==> src/rtl/ship_sprite_renderer.sv <==
// Ship sprite line renderer: fetches the ROM row the ship covers on the next
// scanline during horizontal blanking, buffers it, then serialises it into a
// 1-bit pixel mask as the beam passes the ship's left column.
// Optional feature macro: SHIP_MIRROR_EN adds a `flip` input that mirrors the
// fetched row horizontally (sampled at the fetch trigger).
module ship_sprite_renderer #(
  parameter int unsigned SPRITE_W  = 16,
  parameter int unsigned SPRITE_H  = 8,
  parameter int unsigned ADDR_BASE = 0,
  parameter int unsigned H_ACTIVE  = 640,
  parameter int unsigned V_TOTAL   = 525,
  parameter int unsigned FETCH_X   = 640
) (
  input  logic                Clk,
  input  logic                Reset,
`ifdef SHIP_MIRROR_EN
  input  logic                flip,
`endif
  input  logic                pix_en,
  input  logic [9:0]          DrawX,
  input  logic [9:0]          DrawY,
  input  logic [9:0]          ShipX,
  input  logic [9:0]          ShipY,
  output logic [7:0]          rom_addr,
  input  logic [SPRITE_W-1:0] rom_data,
  output logic                pixel_on
);

  localparam int unsigned CNT_W = (SPRITE_W > 1) ? $clog2(SPRITE_W) : 1;

  typedef enum logic [1:0] {
    IDLE    = 2'd0,
    ADDR    = 2'd1,
    CAPTURE = 2'd2
  } state_t;

  state_t              r_state;
  state_t              w_state_nxt;

  logic [10:0]         r_row;
  logic [9:0]          r_lat_x;
  logic                r_hit;
  logic                r_flip;
  logic [SPRITE_W-1:0] r_line_buf;
  logic                r_line_valid;
  logic [SPRITE_W-1:0] r_shreg;
  logic [CNT_W-1:0]    r_cnt;

  logic                w_trigger;
  logic [9:0]          w_ny;
  logic [10:0]         w_row;
  logic                w_row_hit;
  logic                w_flip;
  logic [SPRITE_W-1:0] w_rev;
  logic [SPRITE_W-1:0] w_fetch;

`ifdef SHIP_MIRROR_EN
  assign w_flip = flip;
`else
  assign w_flip = 1'b0;
`endif

  // Fetch trigger and next-line row arithmetic (11-bit, sign bit = row above the ship)
  assign w_trigger = pix_en && (DrawX == 10'(FETCH_X));
  assign w_ny      = (DrawY == 10'(V_TOTAL - 1)) ? 10'd0 : DrawY + 10'd1;
  assign w_row     = {1'b0, w_ny} - {1'b0, ShipY};
  assign w_row_hit = !r_row[10] && (r_row < 11'(SPRITE_H));

  // Bit-reversed copy of the ROM word for mirrored drawing
  always_comb begin
    w_rev = '0;
    for (int i = 0; i < int'(SPRITE_W); i++) begin
      w_rev[i] = rom_data[int'(SPRITE_W) - 1 - i];
    end
  end

  assign w_fetch = r_flip ? w_rev : rom_data;

  // Fetch FSM state register
  always_ff @(posedge Clk or posedge Reset) begin
    if (Reset) r_state <= IDLE;
    else       r_state <= w_state_nxt;
  end

  // Fetch FSM next-state: a trigger is only honoured in IDLE
  always_comb begin
    w_state_nxt = r_state;
    case (r_state)
      IDLE:    if (w_trigger) w_state_nxt = ADDR;
      ADDR:    w_state_nxt = CAPTURE;
      CAPTURE: w_state_nxt = IDLE;
      default: w_state_nxt = IDLE;
    endcase
  end

  // Fetch datapath: latch position at trigger, address the ROM, capture the row
  always_ff @(posedge Clk or posedge Reset) begin
    if (Reset) begin
      r_row        <= '0;
      r_lat_x      <= '0;
      r_hit        <= 1'b0;
      r_flip       <= 1'b0;
      rom_addr     <= '0;
      r_line_buf   <= '0;
      r_line_valid <= 1'b0;
    end else begin
      case (r_state)
        IDLE: begin
          if (w_trigger) begin
            r_row        <= w_row;
            r_lat_x      <= ShipX;
            r_flip       <= w_flip;
            r_line_valid <= 1'b0;
          end
        end
        ADDR: begin
          r_hit <= w_row_hit;
          if (w_row_hit) rom_addr <= 8'(ADDR_BASE + 32'(r_row));
        end
        CAPTURE: begin
          if (r_hit) begin
            r_line_buf   <= w_fetch;
            r_line_valid <= 1'b1;
          end
        end
        default: ;
      endcase
    end
  end

  // Draw path: load at the latched column, shift one bit per pixel strobe,
  // blank outside the active area and drop any bits left at end of line
  always_ff @(posedge Clk or posedge Reset) begin
    if (Reset) begin
      r_shreg  <= '0;
      r_cnt    <= '0;
      pixel_on <= 1'b0;
    end else if (pix_en) begin
      if (DrawX >= 10'(H_ACTIVE)) begin
        pixel_on <= 1'b0;
        r_cnt    <= '0;
      end else if (r_line_valid && (DrawX == r_lat_x) && (r_cnt == '0)) begin
        r_shreg  <= r_line_buf;
        pixel_on <= r_line_buf[SPRITE_W-1];
        r_cnt    <= CNT_W'(SPRITE_W - 1);
      end else if (r_cnt != '0) begin
        r_shreg  <= {r_shreg[SPRITE_W-2:0], 1'b0};
        pixel_on <= r_shreg[SPRITE_W-2];
        r_cnt    <= r_cnt - CNT_W'(1);
      end else begin
        pixel_on <= 1'b0;
      end
    end
  end

endmodule
==> config.mk <==
export PLATFORM = sky130hd
export DESIGN_NAME = ship_sprite_renderer
export DESIGN_NICKNAME = d
export VERILOG_FILES = /design/src/rtl/ship_sprite_renderer.sv
export SDC_FILE = /design/constraint.sdc
export NUM_CORES = 1
export LEC_CHECK = 0
export BUFFER_PORTS_ARGS = -buffer_cell sky130_fd_sc_hd__buf_2
export CAP_MARGIN = 0
export CORE_ASPECT_RATIO = 0.7
export CORE_MARGIN = 2
export CORE_UTILIZATION = 50
export DETAILED_ROUTE_END_ITERATION = 8
export GPL_TIMING_DRIVEN = 0
export MAX_ROUTING_LAYER = met4
export PLACE_DENSITY = 0.73
export SKIP_CTS_REPAIR_TIMING = 1
export SYNTH_ARGS = -nofsm -noshare
export SYNTH_HDL_FRONTEND = slang
export SYNTH_SLANG_ARGS = --single-unit
==> constraint.sdc <==
create_clock -name Clk -period 6.7 [get_ports Clk]
set_input_delay 1.34 -clock Clk [delete_from_list [all_inputs] [get_ports Clk]]
set_output_delay 1.34 -clock Clk [all_outputs]
set_load 0.02 [all_outputs]
==> results.cfg <==
[status]
status = finished, final reports clean

[clocking]
htreeDepth = 3
numCtsBuffers = 9
clock_tree.root_cell = clkbuf_8
cts_buffer_depth = 2
clock-sinks = 69
clock_latency_ns = 0.34
cts_tree = built
clk_pin_slew_ns = 0.07

[synthesis]
ys_warn_count = 0
synth_edf_count = 0
synth.avg_cell_area_um2 = 10.42
synth_seq_cells = 69
synth_fp_nets = 418
netlist_area_mm2 = 0.003595
synth_compound_area_share_pct = 13.05
syn_inst = 345
muxShareOfSynthArea_pct = 5.952
synth_flop_cell = dfrtp_1
yosys.area.top_type = dfrtp_1
synth-xor-area-share_pct = 5.117
yosysSeqAreaShare_pct = 48.03
synthArstFlopShare_pct = 100.0
synth.distinct_cells = 46
synth_top_area_share_pct = 48.03
synth-simple-area-share_pct = 19.21
synth_area_leaders = dfrtp_1 (48%), mux2_2 (6.0%), nand2_1 (6.0%)
synth_adder_area_share_pct = 5.082
synth_top_family_by_area = simple AND/OR/NAND/NOR gates

[routing]
vias = 2851
wire_per_inst_um = 14.52
routed_wl_mm = 7.579
ant_nets = 0
drc = 0
drt_iter0_markers = 185
vias_per_cell = 5.462
first_pass_iters = 4

[critical_path]
r2r-end = r_shreg[5]
r2r_slack_ns = 4.52
cp-start-kind = input port
startpoint = DrawY[4]
critPathKind = input port to flop
arrival_ns = 4.53
worst_ep_required_time_ns = 6.92
cp-end-kind = flop
worstSetupEndpoint = r_row[6]
worstReg2RegStart = r_lat_x[2]
critPathMaxFanout = 6
ff2ff_path_depth = 6

[global_route]
grt_antenna_before_repair = 0
grt_pass1_vias = 2590
grt_max_degree = 70
grt_pass1_wl_mm = 12.61
overflow = 0
grt.total_usage_pct = 21.47

[floorplan]
io_pins = 68
coreArea_mm2 = 0.006850
die_area_mm2 = 0.007895
initial_core_util_pct = 52.47
die_w_um = 105.3
fp.dieH_um = 74.94
row_count = 25

[power_and_ir_drop]
power_w = 0.001048
power.leakage_nw = 2.184
irDropWorstVdd_mv = 0.1112
power_density_mw_per_mm2 = 244.4

[cells_and_area]
diodes = 0
layout-drive-gt1-share_pct = 29.44
area_growth_syn_to_layout_pct = 19.32
nNetsFinal = 496

[place]
dp_hpwl_mm = 5.637
numPortBuffers = 67
place_congestion = 0.8237

[hold_path]
min_path_type = flop to flop

[sta]
drv_slew = 0
hold_slack_ns = 0.4771
finalHoldViolCount = 0
fmax_mhz = 232.3
finalCriticalPeriod_ns = 4.306
min_period_over_period_pct = 64.26
timing.setup.tns_ns = 0
rsz0062_at_grt = false
setup_viol = 0
relSlewSlack_pct = 44.47
tightest_slew_ns = 0.8330
finClkSkew_ns = 0.008550

[run]
drv_cap = 0
## power breakdown
group	leakage, nW	internal [W]	switching [W]
Combinational	1.15	0.0000751	0.000116
Sequential	0.918	0.000436	0.0000143
Clock	0.118	0.000250	0.000157
Total	2.18	0.000760	0.000288
## worst min-delay path by stage
stage                startpoint  cells after the start           to
floorplan              r_row[6]                      2     r_row[6]
global placement       r_row[1]                      2     r_row[1]
detailed placement     r_row[6]                      2     r_row[6]
CTS                    r_row[6]                      2     r_row[6]
global route        rom_addr[7]                      1  rom_addr[7]
finish                 r_row[0]                      2     r_row[0]
## layer usage
layer	part of all wire (%)	vias up	global-route usage, %	routed length (um)
li1	-	1383	-	-
met1	53	1386	31.27	4001
met2	40	73	28.96	3062
met3	5.4	9	4.848	406
met4	1.4	0	8.593	109
met5	0	-	-	0
## cells by family after synthesis
kind of cell	count (synthesis)
and+or+nand+nor	133
DFF	69
AOI/OAI and AO/OA	61
buffers and inverters	28
xor gates and xnor gates	21
muxes	19
adders and majority gates	14
## stage by stage
stage,util (%),cell area (um2),setup WS [ns],cells
after floorplan,-,3595,2.690,345
after global placement,59.09,4048,2.192,506
after detailed placement,59.12,4050,2.054,506
after CTS,62.61,4289,2.410,522
after global routing,62.61,4289,2.230,522
final,62.61,4289,2.394,522
## placed cells by master, fill, tap and decap left out, drive strengths merged, types with 2 or more instances in the layout
cell type,count
buf,71
dfrtp,69
nand2,57
mux2,19
inv,19
o21ai,17
clkbuf,17
and3,15
a221o,15
xnor2,14
ha,13
nor2,12
nand3,9
and2,7
xor2,7
nor3,7
a21oi,6
nor4,6
nor2b,5
nand4,4
o21a,4
a211oi,3
o211ai,3
o31ai,3
bufinv,3
or2,2
o21bai,2
o31a,2
nand3b,2
or4,2
a21o,2
## registers in the layout (all words and copies together), names as in the netlist
name          count
r_line_buf       16
r_shreg          15
r_row            11
r_lat_x          10
rom_addr          8
r_cnt             4
r_state           2
pixel_on          1
r_hit             1
r_line_valid      1
## critical path, stage by stage
cell      delay (ns)
buf_2           0.13
or4_1           0.54
nor4_2          0.57
or2_2           0.22
ha_1            0.16
inv_1           0.06
fa_1            0.42
a211oi_1        0.35
nor2_1          0.12
o21a_1          0.19
o311ai_0        0.34
nand2_1         0.09
## area by class of cell
cell class              instances  area (um2)
multi-input cells             248        1740
plain buffers                  10       60.06
inverters                      18       70.07
fillers                       571        2561
clock inverters                 5       107.6
flip-flops and latches         69        1727
clock buffers                  11       131.4
well taps                      94       117.6
repair buffers                 67       335.3
## synthesized netlist by cell type (all sizes together) (9+ instances only)
master  count
xnor2      14
mux2       19
dfrtp      69
ha         13
nand3       9
inv        18
o21ai      17
nor2       12
a221o      15
nand2      57
and3       15
Note: power is estimated with default switching activity, not from simulation.
